## src/rtl/seg7_pkg.sv

```systemverilog
// Shared glyph constants, capture FSM state type and the segment-to-nibble decoder.
package seg7_pkg;

  localparam logic [6:0] SEG_0     = 7'h40;
  localparam logic [6:0] SEG_1     = 7'h79;
  localparam logic [6:0] SEG_2     = 7'h24;
  localparam logic [6:0] SEG_3     = 7'h30;
  localparam logic [6:0] SEG_4     = 7'h19;
  localparam logic [6:0] SEG_5     = 7'h12;
  localparam logic [6:0] SEG_6     = 7'h02;
  localparam logic [6:0] SEG_7     = 7'h78;
  localparam logic [6:0] SEG_8     = 7'h00;
  localparam logic [6:0] SEG_9     = 7'h10;
  localparam logic [6:0] SEG_A     = 7'h08;
  localparam logic [6:0] SEG_B     = 7'h03;
  localparam logic [6:0] SEG_C     = 7'h46;
  localparam logic [6:0] SEG_D     = 7'h21;
  localparam logic [6:0] SEG_E     = 7'h06;
  localparam logic [6:0] SEG_F     = 7'h0E;
  localparam logic [6:0] SEG_BLANK = 7'h7F;

  typedef enum logic [1:0] {IDLE, SETTLE, HOLD} cap_state_t;

  typedef struct packed {
    logic       valid;  // recognised glyph or blank
    logic       blank;
    logic [3:0] nibble;
  } seg7_dec_t;

  function automatic seg7_dec_t seg7_decode(input logic [6:0] seg_n);
    seg7_dec_t d;
    d.valid  = 1'b1;
    d.blank  = 1'b0;
    d.nibble = 4'h0;
    case (seg_n)
      SEG_0:     d.nibble = 4'h0;
      SEG_1:     d.nibble = 4'h1;
      SEG_2:     d.nibble = 4'h2;
      SEG_3:     d.nibble = 4'h3;
      SEG_4:     d.nibble = 4'h4;
      SEG_5:     d.nibble = 4'h5;
      SEG_6:     d.nibble = 4'h6;
      SEG_7:     d.nibble = 4'h7;
      SEG_8:     d.nibble = 4'h8;
      SEG_9:     d.nibble = 4'h9;
      SEG_A:     d.nibble = 4'hA;
      SEG_B:     d.nibble = 4'hB;
      SEG_C:     d.nibble = 4'hC;
      SEG_D:     d.nibble = 4'hD;
      SEG_E:     d.nibble = 4'hE;
      SEG_F:     d.nibble = 4'hF;
      SEG_BLANK: d.blank  = 1'b1;
      default:   d.valid  = 1'b0;
    endcase
    return d;
  endfunction

endpackage

```

## src/rtl/seg7_decode.sv

```systemverilog
// Combinational decode of one active-low segment pattern into nibble/valid/blank.
module seg7_decode
  import seg7_pkg::*;
(
  input  logic [6:0] seg_n,
  output logic [3:0] nibble,
  output logic       valid,
  output logic       blank
);

  seg7_dec_t dec;

  always_comb begin
    dec    = seg7_pkg::seg7_decode(seg_n);
    nibble = dec.nibble;
    valid  = dec.valid;
    blank  = dec.blank;
  end

endmodule

```

## src/rtl/seg7_capture.sv

```systemverilog
// Samples a multiplexed 7-segment bus, debounces each digit select and assembles a frame of
// nibbles, emitting a one-cycle valid strobe once every digit position has been captured.
module seg7_capture
  import seg7_pkg::*;
#(
  parameter int unsigned NUM_DIGITS    = 8,
  parameter int unsigned STABLE_CYCLES = 4
) (
  input  logic                    clk,
  input  logic                    reset,
  input  logic [6:0]              seg_n,
  input  logic [NUM_DIGITS-1:0]   an_n,
  output logic [4*NUM_DIGITS-1:0] data_out,
  output logic [NUM_DIGITS-1:0]   blank_mask,
  output logic                    data_valid,
  output logic                    decode_err
);

  localparam int unsigned CW = $clog2(STABLE_CYCLES + 1);
  localparam logic [CW-1:0] CNT_MAX = CW'(STABLE_CYCLES);
  localparam logic [CW-1:0] CNT_ONE = CW'(1);

  logic [NUM_DIGITS-1:0] an_s1, an_s2, an_p;
  logic [6:0]            seg_s1, seg_s2, seg_p;

  always_ff @(posedge clk or posedge reset) begin
    if (reset) begin
      an_s1  <= '1;
      an_s2  <= '1;
      an_p   <= '1;
      seg_s1 <= '1;
      seg_s2 <= '1;
      seg_p  <= '1;
    end else begin
      an_s1  <= an_n;
      an_s2  <= an_s1;
      an_p   <= an_s2;
      seg_s1 <= seg_n;
      seg_s2 <= seg_s1;
      seg_p  <= seg_s2;
    end
  end

  logic [NUM_DIGITS-1:0] sel;
  logic                  sel_valid;
  logic                  same;

  assign sel       = ~an_s2;
  assign sel_valid = (sel != '0) && ((sel & (sel - {{(NUM_DIGITS-1){1'b0}}, 1'b1})) == '0);
  assign same      = (an_s2 == an_p) && (seg_s2 == seg_p);

  logic [3:0] dec_nibble;
  logic       dec_valid;
  logic       dec_blank;

  seg7_decode u_decode (
    .seg_n  (seg_s2),
    .nibble (dec_nibble),
    .valid  (dec_valid),
    .blank  (dec_blank)
  );

  cap_state_t    state_q;
  logic [CW-1:0] cnt_q, cnt_d, cnt_inc;
  logic          fire;

  always_comb begin
    cnt_inc = (cnt_q == CNT_MAX) ? cnt_q : cnt_q + CNT_ONE;
    cnt_d   = cnt_q;
    fire    = 1'b0;
    if (!sel_valid) begin
      cnt_d = '0;
    end else if (!(state_q == HOLD && same)) begin
      // Any fresh sample restarts the count at 1; only an unchanged one in SETTLE extends it.
      cnt_d = (state_q == SETTLE && same) ? cnt_inc : CNT_ONE;
      fire  = (cnt_d == CNT_MAX);
    end
  end

  always_ff @(posedge clk or posedge reset) begin
    if (reset) begin
      state_q <= IDLE;
      cnt_q   <= '0;
    end else begin
      cnt_q <= cnt_d;
      if (!sel_valid) begin
        state_q <= IDLE;
      end else if (fire) begin
        state_q <= HOLD;
      end else if (!(state_q == HOLD && same)) begin
        state_q <= SETTLE;
      end
    end
  end

  logic [NUM_DIGITS-1:0][3:0] shadow_q;
  logic [NUM_DIGITS-1:0]      blank_sh_q;
  logic [NUM_DIGITS-1:0]      seen_q, seen_d;
  logic                       frame_done;
  logic                       cap_ok;

  assign frame_done = &seen_q;
  assign cap_ok     = fire && dec_valid;

  // A capture on the completion edge belongs to the next frame.
  always_comb begin
    seen_d = frame_done ? '0 : seen_q;
    if (cap_ok) seen_d = seen_d | sel;
  end

  always_ff @(posedge clk or posedge reset) begin
    if (reset) begin
      shadow_q   <= '0;
      blank_sh_q <= '0;
      seen_q     <= '0;
      data_out   <= '0;
      blank_mask <= '0;
      data_valid <= 1'b0;
      decode_err <= 1'b0;
    end else begin
      seen_q     <= seen_d;
      data_valid <= frame_done;
      decode_err <= fire && !dec_valid;
      if (frame_done) begin
        data_out   <= shadow_q;
        blank_mask <= blank_sh_q;
      end
      if (cap_ok) begin
        for (int i = 0; i < NUM_DIGITS; i++) begin
          if (sel[i]) begin
            shadow_q[i]   <= dec_blank ? 4'h0 : dec_nibble;
            blank_sh_q[i] <= dec_blank;
          end
        end
      end
    end
  end

endmodule

```

## config.mk

```make
export PLATFORM = sky130hd
export DESIGN_NAME = seg7_capture
export DESIGN_NICKNAME = d
export VERILOG_FILES = /design/src/rtl/seg7_pkg.sv /design/src/rtl/seg7_decode.sv /design/src/rtl/seg7_capture.sv
export SDC_FILE = /design/constraint.sdc
export NUM_CORES = 1
export LEC_CHECK = 0
export ABC_CLOCK_PERIOD_IN_PS = 11600
export CAP_MARGIN = 20
export CORE_MARGIN = 5
export CORE_UTILIZATION = 30
export CTS_CLUSTER_DIAMETER = 60
export DETAILED_ROUTE_END_ITERATION = 12
export PLACE_DENSITY = 0.46
export SLEW_MARGIN = 20
export SYNTH_ARGS = -nofsm -noshare
export SYNTH_HDL_FRONTEND = slang
export SYNTH_HIERARCHICAL = 1
export SYNTH_SLANG_ARGS = --single-unit
```

## constraint.sdc

```tcl
create_clock -name clk -period 11.6 [get_ports clk]
set_input_delay 2.32 -clock clk [delete_from_list [all_inputs] [get_ports clk]]
set_output_delay 2.32 -clock clk [all_outputs]
set_load 0.05 [all_outputs]
```

---- After elaboration in Yosys (flattened, before gate mapping) ----
Cells that the tools add are included.
cells by class
  equality and inequality tests ........... 24
  add/subtract/negate cells ............... 2
  muxes and demuxes ....................... 15
  bitwise operators ....................... 3
  reduce and logical (&&, ||, !) cells .... 20
operators by type and width
  cell                                               count
  case mux 4 bit (15 select lines)                   1
  == test 7 bit (second input constant)              5
  == test 7 x 5 -> 1 bit (second input constant)     3
  == test 7 x 6 -> 1 bit (second input constant)     3
  OR reduction 17 bit                                1
  two-way mux 8 bit                                  2
  AND reduction 2 bit                                8
  == test 7 x 2 -> 1 bit (second input constant)     2
  == test 7 x 4 -> 1 bit (second input constant)     2
  two-way mux 3 bit                                  4
  AND 8 bit                                          1
  == test 8 bit                                      1
  zero test 8 bit                                    1
  NOT 8 bit                                          1
  OR 8 bit                                           1
  AND reduction 8 bit                                1
  nonzero test 8 bit                                 1
  subtractor 8 x 1 -> 8 bit (second input constant)  1
  == test 7 x 3 -> 1 bit (second input constant)     1
  == test 7 bit                                      1
  zero test 7 bit                                    1
  == test 3 bit (second input constant)              2
  logical AND 1 bit                                  6
  two-way mux 2 bit                                  3
  8 further kinds                                    11
storage, ports and cells
  logic and storage cells ................. 93
  input port bits ......................... 17
  output and inout bits ................... 42
  register bits after elaboration ......... 140

---- Logic depth before layout (Yosys ltp) ----
Gate-level depths: netlist of the first run.
  depth after elaboration ................. 9
  mapped depth ............................ 8
  gate-level depth less buffers ........... 7

---- Hierarchy ----
Netlist of the first run, hierarchy kept.
by module, submodules not included
  module        area an instance (sq um)  cells an instance  times used  sequential area each (sq um)
  seg7_capture  5,235.0                   403                1           3,559.7
  seg7_decode   381.6                     53                 1           0.0

---- Worst setup path before layout of the first run ----
OpenSTA, ideal clock, no wires.
  path type ............................... reg2out
  start ................................... register blank_mask[0]
  end ..................................... output blank_mask[0]
  data arrival time ....................... 600 ps
  required time ........................... 9,280 ps
  buffers on the path ..................... 0
  cell stages (with the launch flop) ...... 1
  path slack .............................. 8,680 ps
  cells stage by stage .................... dfrtp_1
RTL lines
  item                    line                 RTL
  from (decl)             seg7_capture.sv:14   output logic [NUM_DIGITS-1:0] blank_mask,
  from (signal assigned)  seg7_capture.sv:126  blank_mask <= blank_sh_q;
No word-level cell between the ends.

---- Worst setup path after layout of the first run ----
  start ................................... register blank_mask[5]
  end ..................................... output blank_mask[5]
No word-level cell between the ends.

==> results of run 1 <==
metrics by stage:
step | total power, mW | setup WS [ns] | utilization | hold WS (ns) | std cells
2_1_floorplan | 0.5420 | 5.602 | - | 0.3452 | 456
3_3_place_gp | 0.5554 | 7.414 | 0.3453 | 0.3460 | 732
3_5_place_dp | 0.5566 | 7.365 | 0.3453 | 0.3468 | 732
4_1_cts | 1.085 | 7.643 | 0.3765 | 0.3558 | 763
5_1_grt | 1.114 | 7.580 | 0.3765 | 0.3573 | 763
6_report | 1.066 | 7.680 | 0.3765 | 0.3541 | 763
Yosys cell counts (2+ instances only):
cell type,n
nor2b_1,10
o21ai_1,3
o2111ai_1,2
nor4_4,8
buf_2,3
a21oi_1,8
buf_6,3
nor4b_1,2
and3b_1,2
nand4_1,7
xnor2_1,13
o32a_1,2
nand2_1,127
mux2_1,6
nor3_1,2
a31oi_1,3
dfstp_2,45
nand2b_1,2
a21o_1,9
nand3_1,4
dfrtp_1,95
inv_1,8
o21ai_0,3
and2_1,2
and3_1,3
nor2_1,11
xor2_1,4
ha_1,2
clkbuf_1,11
mux2_2,34
metal layers:
| layer | global-route usage | vias up | wire length (microns) |
|---|---|---|---|
| met3 | 0.03640 | 18 | 471 |
| met1 | 0.1506 | 1692 | 5414 |
| met2 | 0.1731 | 56 | 5268 |
| met4 | 0.05221 | 2 | 253 |
| met5 | 0 | - | 13 |
| li1 | - | 1654 | - |
worst min-delay path by stage:
stage / startpoint / endpoint / slack [ns] / depth (start not counted)
floorplan: an_s1[0] / an_s2[0] / 0.35 / 0
global placement: seg_s1[2] / seg_s2[2] / 0.35 / 0
detailed placement: seg_s1[1] / seg_s2[1] / 0.35 / 0
CTS: seg_s1[2] / seg_s2[2] / 0.36 / 0
global route: seg_s1[2] / seg_s2[2] / 0.36 / 0
finish: seg_s1[4] / seg_s2[4] / 0.35 / 0
registers in the layout (all words and copies together) (netlist names), 2 cells and up:
name,flops
an_s1,8
state_q,2
an_s2,8
blank_mask,8
an_p,8
seg_s2,7
shadow_q,32
data_out,32
seen_q,8
blank_sh_q,8
seg_s1,7
cnt_q,3
seg_p,7
layout make-up:
class,count,area (sq um)
repair buffers,60,595.6
fillers,1783,11580
clock inverters,10,75.07
clock buffers,21,504.2
well taps,234,292.8
multi-input cells,290,1933
flip-flops and latches,140,3560
inverters,8,35.03
power by group through the flow:
stage	Clock, mW	Sequential (mW)	Combinational (mW)
final	0.519	0.514	0.0333
after global routing	0.561	0.515	0.0377
after CTS	0.537	0.514	0.0345
after detailed placement	0	0.522	0.0344
after global placement	0	0.522	0.0335
after floorplan	0	0.517	0.0247
cell families (layout without fill, tap and decap cells):
family,count (synthesis),after routing,share of synthesized area
AO/OA/AOI/OAI,39,39,0.05213
XOR/XNOR,17,17,0.02651
adder cells (fa/ha/maj),3,3,0.006237
buffers and inverters,26,99,0.02205
flip-flops,140,140,0.6338
multiplexers,41,41,0.08287
AND/OR/NAND/NOR,190,190,0.1764
==> impl_results.md, run 1 <==
- CTS-repair resized insts: 0
- Wire length per cell: ~15 microns
- Status: finished, final reports clean
- Max Fanout on Critical Path: 2
- Clock share of power: 0.487
- Synth area leader: dfrtp_1
- Min-delay worst type: reg2reg
- IO Port Bufs: between 50 and 60
- Fin. Hold Viols: 0
- CP max-delay cell: clkdlybuf4s50_1
- CTS sink count: 140
- Leading post-synthesis cells by cell area: dfrtp_1 42%, dfstp_2 21%, nand2_1 8.5%
- Root Buffer: clkbuf_16
- Int Power: 0.8300 mW
- Initial DRC count: 120
- Max-cap violations: 0
- Largest net degree at the start of global routing: 74
- DRC Markers: 0
- Hpwl dp: 7424 microns
- CTS H-tree depth: 4
- Leak Pwr: 3.313 nW
- Reg-to-reg endpoint: shadow_q[16]
- Reg2reg start: seg_s2[1]
- Most frequent cells in the layout: 127 x nand2_1, 95 x dfrtp_1, 58 x clkdlybuf4s50_1
- Syn nets: 475
- Sequential-to-total area share from yosys stat: 0.6338
- Syn_area_per_cell: ~12 sq um
- Path length in cells of the critical path: 1
- Total routed wirelength: 11420 microns
- PD cells: 152.4 nW/um^2
- R2R depth: 7
- Slowest stage delay, CP: roughly 0.81 ns
- Final worst path period need: a little under 4 ns
- Post CTS Setup Buffer Count: 0
- Clk slew on worst S/H paths: 0.06 ns
- Die area: about 22000 sq um
- Skew final: ~0.013 ns
- Async S/R FF share, synth: 1.000
- Ports: 59
- Flops & latches, synth: 140
- Sw power: between 0.2 and 0.25 mW
- Synthesis-to-finish area growth: 24.55%
- Critical path buffers and inverters: 1
- GRT Util Overall: 0.1146
- Layout cells sized above 1: 0.2439
- Area share of the leading cell type in the synthesized netlist: 0.4233
- Post-synth EDFFs: 0
- Post-Place Cell Area: 6416 sq um
- CP Class: reg2out
- Crit. End Element: output pin
- Max rail drop VDD: 0.1005 mV
- Global-route wire length before repair: around 19000 microns
- Sw frac: 0.2215
- Gate power share: 0.031
- Most common cell after layout, fill and taps aside: nand2_1
- Netlist cell types: 52
- Final ANT Viol Nets: 0
- FMAX: 255.1 MHz
- Gr ovfl total: 0
- R2R Setup Slk: 8.59 ns
- Req. time, crit path: 9.28 ns
- Final nets: between 500 and 600
- DIE WIDTH: 146.8 microns
- CP top delay family: buffers and inverters
- CTS max path bufs: 2
- DRT Pass-1 Iters: 4
- Post-synth top flop: dfrtp_1
- Initial antenna violation count: 1
- Post-Syn Instances: 456
- Fin crit share: 0.3379
- CTS tree: done
- Total number of vias: between 3k and 4k
- CTS Hold Buffers Added: 0
- Std cell rows: 50
- RePlAce Congestion: 0.6928
- RSZ-0062 raised after global routing: false
- Final slew viol count: 0
- Setup violations, final: 0
- Core ar.: 18580 sq um
- CP startpoint kind: flop
- Ant. Diodes: 0
- Sum of negative setup slack: 0 ns
- Seq pwr share: 0.482
- CTS buffer count: 17
- Vias in the first global route: 3672
- CP startpoint: blank_mask[5]
- Clk_lat worst skew: 0.42 ns
- Worst Tran Pin Value: 1.048 ns
- Starting Density: 0.3023
- Die Ht: 146.8 microns
- Via density: ~4.5
- Critical path data arrival time: 1.60 ns
- Design Area, Final: 6995 sq um
- Cell area after synthesis: 5617 sq um
- CP Cell Sequence: clkdlybuf4s50_1
- Worst setup path endpoint: blank_mask[5]
- Max-slew headroom: 0.2997
- Ys Warns: 6
No activity file was read; power rests on OpenSTA's default activity.
==> run 2, diff against run 1 <==
--- a/config.mk
+++ b/config.mk
@@ -5,7 +5,7 @@
 export SDC_FILE = /design/constraint.sdc
 export NUM_CORES = 1
 export LEC_CHECK = 0
-export ABC_CLOCK_PERIOD_IN_PS = 11600
+export ABC_CLOCK_PERIOD_IN_PS = 3900
 export CAP_MARGIN = 20
 export CORE_MARGIN = 5
 export CORE_UTILIZATION = 30
==> constraint.sdc (replaced) <==
create_clock -name clk -period 3.9 [get_ports clk]
set_input_delay 0.78 -clock clk [delete_from_list [all_inputs] [get_ports clk]]
set_output_delay 0.78 -clock clk [all_outputs]
set_load 0.05 [all_outputs]
==> impl_results.md, run 2 (synthesis results as in run 1) <==
- Status: finished, final reports clean
- Min-delay worst type: reg2reg
- CTS max path bufs: 2 (unchanged)
- GRT Util Overall: 0.1149 (+0.0002627)
- Fin. Hold Viols: 0 (unchanged)
- Sw frac: 0.2187 (-0.002806)
- Crit. End Element: flop
- Worst Tran Pin Value: 0.9633 ns (-0.08506 ns)
- Fin crit share: 0.7807
- CTS tree: done
- Most frequent cells in the layout: 127 x nand2_1, 95 x dfrtp_1, 58 x clkdlybuf4s50_1
- Ant. Diodes: 0 (unchanged)
- GRT met2 Usage: 0.1763 (+0.003227)
- Most common cell after layout, fill and taps aside: nand2_1
- Die area: 21560 sq um (unchanged)
- Global-route wire length before repair: 19490 microns (+0.50%)
- Setup violations, final: 0 (unchanged)
- Largest registers in the final layout: data_out (32), shadow_q (32)
- Final slew viol count: 0 (unchanged)
- Max Fanout on Critical Path: 13 (+11)
- CP startpoint: seg_s2[5]
- DRC Markers: 0 (unchanged)
- Total number of vias: 3514 (+2.7%)
- CP startpoint kind: flop
- Initial DRC count: 250 (+110%)
- Gr ovfl total: 0 (unchanged)
- Max-slew headroom: 0.3565 (+0.05682)
- CTS Hold Buffers Added: 0 (unchanged)
- Final-layout fill cell count: 1763 (-1.1%)
- Total routed wirelength: 11770 microns (+3.1%)
- Vias in the first global route: 3792 (+3.3%)
- Clk_lat worst skew: 0.41 ns (about the same)
- Largest net degree at the start of global routing: 53 (-28%)
- Critical path buffers and inverters: 0 (-1)
- IO Port Bufs: 58 (unchanged)
- Clk slew on worst S/H paths: 0.06 ns (about the same)
- Hpwl dp: 7961 microns (+7.2%)
- Via density: 4.576 (+2.0%)
- Std cell rows: 50 (unchanged)
- Synthesis-to-finish area growth: 25.73%
- CP Class: reg2reg
- RSZ-0062 raised after global routing: false
- Final worst path period need: 3.045 ns
- Final Core Density: 0.3801 (+0.003569)
- GR Util met3: 0.03054 (-0.005861)
- Initial antenna violation count: 0 (-1)
- CP max-delay cell: dfstp_2
- GR peak layer: met2
- CP top delay family: simple AND/OR/NAND/NOR gates
- Path length in cells of the critical path: 7 (+6)
- FMAX: 328.4 MHz
- Skew final: 0.009460 ns (-0.003079 ns)
- Post CTS Setup Buffer Count: 0 (unchanged)
- Max-cap violations: 0 (unchanged)
- Max rail drop VDD: 0.3322 mV (+230%)
- Slowest stage delay, CP: 0.68 ns (-0.13 ns)
- Reg2reg start: seg_s2[5]
- CTS buffer count: 17 (unchanged)
- Leak Pwr: 3.334 nW (+0.62%)
- Seq pwr share: 0.474 (-0.008)
- Starting Density: 0.3023 (unchanged)
- CTS H-tree depth: 4 (unchanged)
- Die Ht: 146.8 microns (unchanged)
- DIE WIDTH: 146.8 microns (unchanged)
- Reg-to-reg endpoint: shadow_q[14]
- DRT Pass-1 Iters: 4 (unchanged)
- R2R depth: 7 (unchanged)
- CTS sink count: 140 (unchanged)
- Core ar.: 18580 sq um (unchanged)
- R2R Setup Slk: 0.86 ns (-7.73 ns)
- Final Total Pwr: 3.226 mW (+200%)
- Sw power: 0.7056 mW (+200%)
- PD cells: 456.9 nW/um^2 (+200%)
- Sum of negative setup slack: 0 ns (unchanged)
- Final ANT Viol Nets: 0 (unchanged)
- Req. time, crit path: 4.20 ns (-5.08 ns)
- Critical path data arrival time: 3.34 ns (+1.74 ns)
- Final nets: 540 (+0.75%)
- Layout cells sized above 1: 0.2547 (+0.01083)
- Clock share of power: 0.494 (+0.007)
- CTS-repair resized insts: 0 (unchanged)
- Worst setup path endpoint: shadow_q[14]
- Gate power share: 0.033 (+0.002)
- Ports: 59 (unchanged)
- Wire length per cell: 15.33 microns (+2.4%)
- RePlAce Congestion: 0.7424 (+7.2%)
- CP Cell Sequence: nor2b_1, and3_2, a2111oi_4, o211ai_2, nand3_2, nor4_4, mux2_2
- Met1 usage: 0.1518 (+0.001182)
- Int Power: 2.521 mW (+200%)
- Root Buffer: clkbuf_16
-- run 2: changes by cell type in the layout (fill, tap and decap cells not counted), moves of 2 or more --
cell	previous run	this run
buf_12	0	2
buf_4	2	4
bufinv_16	0	2
clkbuf_16	20	17
clkbuf_8	0	2
clkinv_2	2	4
clkinvlp_4	0	3
inv_4	2	0
-- run 2: layout make-up --
| class | count | area [sq um] | area share |
|---|---|---|---|
| clock buffer | 19 | 452.9 | 0.06414 |
| clock inverter | 13 | 138.9 | 0.01967 |
| inverter | 8 | 33.78 | 0.004784 |
| multi-input combinational | 290 | 1933 | 0.2737 |
| sequential | 140 | 3560 | 0.5041 |
| tap | 234 | 292.8 | 0.04146 |
| timing repair buffer | 64 | 650.6 | 0.09213 |
-- run 2: how the worst min path moves through the flow --
| stage | from | end | slack, ns | depth (start not counted) |
|---|---|---|---|---|
| floorplan | an_s1[0] | an_s2[0] | 0.35 | 0 |
| global placement | seg_s1[2] | seg_s2[2] | 0.35 | 0 |
| detailed placement | an_s1[1] | an_s2[1] | 0.35 | 0 |
| CTS | seg_s1[5] | seg_s2[5] | 0.35 | 0 |
| global route | seg_s1[2] | seg_s2[2] | 0.36 | 0 |
| finish | an_s1[1] | an_s2[1] | 0.35 | 0 |
-- run 2: power by group through the flow --
| stage | Combinational, mW | Clock, mW | Sequential (mW) |
|---|---|---|---|
| after CTS | 0.110 | 1.64 | 1.53 |
| after detailed placement | 0.109 | 0 | 1.55 |
| after global placement | 0.108 | 0 | 1.55 |
| after global routing | 0.120 | 1.70 | 1.53 |
| after floorplan | 0.0736 | 0 | 1.54 |
| final | 0.106 | 1.59 | 1.53 |
-- run 2: worst register-to-register path, stage by stage (launching register included) --
cell,delay [ns]
dfstp_2,0.68
nor2b_1,0.30
and3_2,0.29
a2111oi_4,0.06
o211ai_2,0.24
nand3_2,0.38
nor4_4,0.58
mux2_2,0.40
-- run 2: metal layers --
metal / vias up / share of wire
li1: 1664 / -
met1: 1756 / 0.48
met3: 19 / 0.035
met4: 0 / 0.016
met5: - / 0
met2: 75 / 0.47
-- run 2: metrics by stage --
stage / worst slack, ns / hold slack (ns) / instance area, sq um / std cells
global placement: 0.9673 / 0.3460 / 6470 / 736
global route: 0.7125 / 0.3583 / 7062 / 768
floorplan: 1.256 / 0.3452 / 5620 / 456
detailed placement: 0.8855 / 0.3468 / 6470 / 736
CTS: 0.8778 / 0.3538 / 7062 / 768
finish: 0.8554 / 0.3541 / 7062 / 768
==> run 3, diff against run 2 <==
--- a/config.mk
+++ b/config.mk
@@ -5,7 +5,7 @@
 export SDC_FILE = /design/constraint.sdc
 export NUM_CORES = 1
 export LEC_CHECK = 0
-export ABC_CLOCK_PERIOD_IN_PS = 3900
+export ABC_CLOCK_PERIOD_IN_PS = 2970
 export CAP_MARGIN = 20
 export CORE_MARGIN = 5
 export CORE_UTILIZATION = 30
==> constraint.sdc (replaced) <==
create_clock -name clk -period 2.97 [get_ports clk]
set_input_delay 0.594 -clock clk [delete_from_list [all_inputs] [get_ports clk]]
set_output_delay 0.594 -clock clk [all_outputs]
set_load 0.05 [all_outputs]
==> impl_results.md, run 3 (synthesis results as in run 1) <==
- Worst Tran Pin Value: 0.7660 ns (-0.1973 ns)
- Crit. End Element: flop
- Clk_lat worst skew: 0.42 ns (about the same)
- FMAX: 362.4 MHz (+10%)
- DRC Markers: 0 (unchanged)
- Global-route wire length before repair: 19560 microns (+0.35%)
- Vias in the first global route: 3681 (-2.9%)
- Post-Layout Cell Count: 778 (+1.3%)
- Initial antenna violation count: 0 (unchanged)
- Sw frac: 0.2144 (-0.004252)
- Clk slew on worst S/H paths: 0.06 ns (about the same)
- Leak Pwr: 3.397 nW (+1.9%)
- Hpwl dp: 7833 microns (-1.6%)
- Total number of vias: 3492 (-0.63%)
- Root Buffer: clkbuf_16
- CP startpoint: seg_s2[5]
- Std cell rows: 50 (unchanged)
- Via density: 4.488 (-1.9%)
- RSZ-0062 raised after global routing: false
- Total routed wirelength: 11630 microns (-1.2%)
- Int Power: 3.439 mW (+36%)
- Sum of negative setup slack: 0 ns (unchanged)
- Core ar.: 18580 sq um (unchanged)
- Status: finished, final reports clean
- Skew final: 0.01148 ns (+0.002016 ns)
- Final worst path period need: 2.759 ns (-0.2853 ns)
- CP startpoint kind: flop
- Synthesis-to-finish area growth: 27.96%
- Worst setup path endpoint: shadow_q[12]
- Slowest stage delay, CP: 0.68 ns (about the same)
- R2R depth: 9 (+2)
- Fin crit share: 0.9291 (+0.1484)
- CTS buffer count: 17 (unchanged)
- Reg-to-reg endpoint: shadow_q[12]
- CP Class: reg2reg
- Most frequent CP cell: buf_4
- CTS tree: done
- Final slew viol count: 0 (unchanged)
- Max-cap violations: 0 (unchanged)
- Critical path buffers and inverters: 2 (+2)
- Setup violations, final: 0 (unchanged)
- CTS sink count: 140 (unchanged)
- DIE WIDTH: 146.8 microns (unchanged)
- R2R Setup Slk: 0.21 ns (-0.64 ns)
- Max rail drop VDD: 0.4194 mV (+26%)
- CP max-delay cell: dfstp_2
- Min-delay worst type: reg2reg
- Seq pwr share: 0.458 (-0.016)
- Layout cells sized above 1: 0.2629 (+0.008186)
- Ant. Diodes: 0 (unchanged)
- Design Area, Final: 7187 sq um (+1.8%)
- Req. time, crit path: 3.27 ns (-0.93 ns)
- DRT Pass-1 Iters: 4 (unchanged)
- Critical path data arrival time: 3.05 ns (-0.29 ns)
- Path length in cells of the critical path: 9 (+2)
- Multi-input logic area: 1939 sq um (+0.32%)
- CP top delay family: simple AND/OR/NAND/NOR gates
- Fin. Hold Viols: 0 (unchanged)
- Initial DRC count: 142 (-43%)
- Die area: 21560 sq um (unchanged)
- Wire length per cell: 14.94 microns (-2.5%)
- CTS max path bufs: 2 (unchanged)
- RePlAce Congestion: 0.6834 (-7.9%)
- Die Ht: 146.8 microns (unchanged)
- Placed Cells: 742 (+0.82%)
- Max Fanout on Critical Path: 13 (unchanged)
- Max-slew headroom: 0.4882 (+0.1318)
- Final Total Pwr: 4.378 mW (+36%)
- Most frequent cells in the layout: 127 x nand2_1, 95 x dfrtp_1, 58 x clkdlybuf4s50_1
- Largest registers in the final layout: data_out (32), shadow_q (32)
- Ports: 59 (unchanged)
- Post-Place Cell Area: 6528 sq um (+0.89%)
- Starting Density: 0.3023 (unchanged)
- Largest net degree at the start of global routing: 49 (-7.5%)
- Gate power share: 0.033 (about the same)
- Most common cell after layout, fill and taps aside: nand2_1
- Final ANT Viol Nets: 0 (unchanged)
- CP Cell Sequence: nor4bb_1, a32o_1, a2111oi_4, o211ai_2, nand3_2, buf_4, nor4_4, buf_4, mux2_2
- Gr ovfl total: 0 (unchanged)
- WHS: 0.3501 ns (-0.004008 ns)
- Reg2reg start: seg_s2[5]
- CTS H-tree depth: 4 (unchanged)
- Final-layout fill cell count: 1775 (+0.68%)
- GRT Util Overall: 0.1155 (+0.0006720)
- IO Port Bufs: 58 (unchanged)
- Final nets: 550 (+1.9%)
- CTS Hold Buffers Added: 0 (unchanged)
- PD cells: 609.2 nW/um^2 (+33%)
- Sw power: 0.9389 mW (+33%)
- Reg area: 3560 sq um (unchanged)
- Clock share of power: 0.509 (+0.015)
## run 3: cell types whose count changed in the layout (fill, tap and decap cells not counted)
cell        delta
clkinvlp_4     +1
inv_1          +1
clkbuf_1       +1
nor4b_1        -1
inv_2          -1
nor4b_2        +1
clkinv_2       -4
bufinv_16      +2
clkinv_1       +2
clkbuf_8       -2
buf_12         +1
buf_4          +9
## run 3: worst min path at each step
| stage | from | depth (start not counted) | slack (ns) | to |
|---|---|---|---|---|
| 2_1_floorplan | an_s1[0] | 0 | 0.35 | an_s2[0] |
| 6_report | an_s1[5] | 0 | 0.35 | an_s2[5] |
| 4_1_cts | an_s1[5] | 0 | 0.35 | an_s2[5] |
| 3_3_place_gp | seg_s1[4] | 0 | 0.35 | seg_s2[4] |
| 5_1_grt | an_s1[5] | 0 | 0.36 | an_s2[5] |
| 3_5_place_dp | an_s1[2] | 0 | 0.35 | an_s2[2] |
## run 3: worst register-to-register path: stages (launching register included)
cell and delay (ns):
dfstp_2 0.68, nor4bb_1 0.32, a32o_1 0.22, a2111oi_4 0.08
o211ai_2 0.22, nand3_2 0.08, buf_4 0.21, nor4_4 0.31
buf_4 0.19, mux2_2 0.34
## run 3: power groups by stage
stage               clock network [mW]  logic, mW  registers [mW]
floorplan                            0     0.0967            2.02
global placement                     0      0.146            2.04
detailed placement                   0      0.148            2.04
CTS                               2.30      0.148            2.01
global route                      2.38      0.161            2.01
finish                            2.23      0.143            2.01
## run 3: repair_timing
item,4_1_cts,5_1_grt
buffers inserted,0,4
setup endpoints to repair,0,24
resized for setup,0,1
## run 3: area by class of cell
cell class,count,share of cell area
timing repair buffer,74,0.1027
clock inverter,14,0.02698
inverter,8,0.004701
clock buffer,18,0.05971
tap,234,0.04074
multi-input combinational,290,0.2698
sequential,140,0.4953
## run 3: stage by stage
step | worst slack (ns) | utilization
5_1_grt | 0.08618 | 0.3868
3_3_place_gp | 0.2054 | 0.3513
3_5_place_dp | 0.1738 | 0.3513
2_1_floorplan | 0.3256 | -
6_report | 0.2107 | 0.3868
4_1_cts | 0.1605 | 0.3848
## run 3: routing by layer
| layer | wire (microns) | part of all wire | vias to the layer above | GRT usage |
|---|---|---|---|---|
| met5 | 0 | 0 | - | 0 |
| li1 | - | - | 1686 | - |
| met3 | 482 | 0.041 | 18 | 0.03732 |
| met1 | 5671 | 0.49 | 1722 | 0.1568 |
| met4 | 183 | 0.016 | 0 | 0.04186 |
| met2 | 5288 | 0.45 | 66 | 0.1735 |
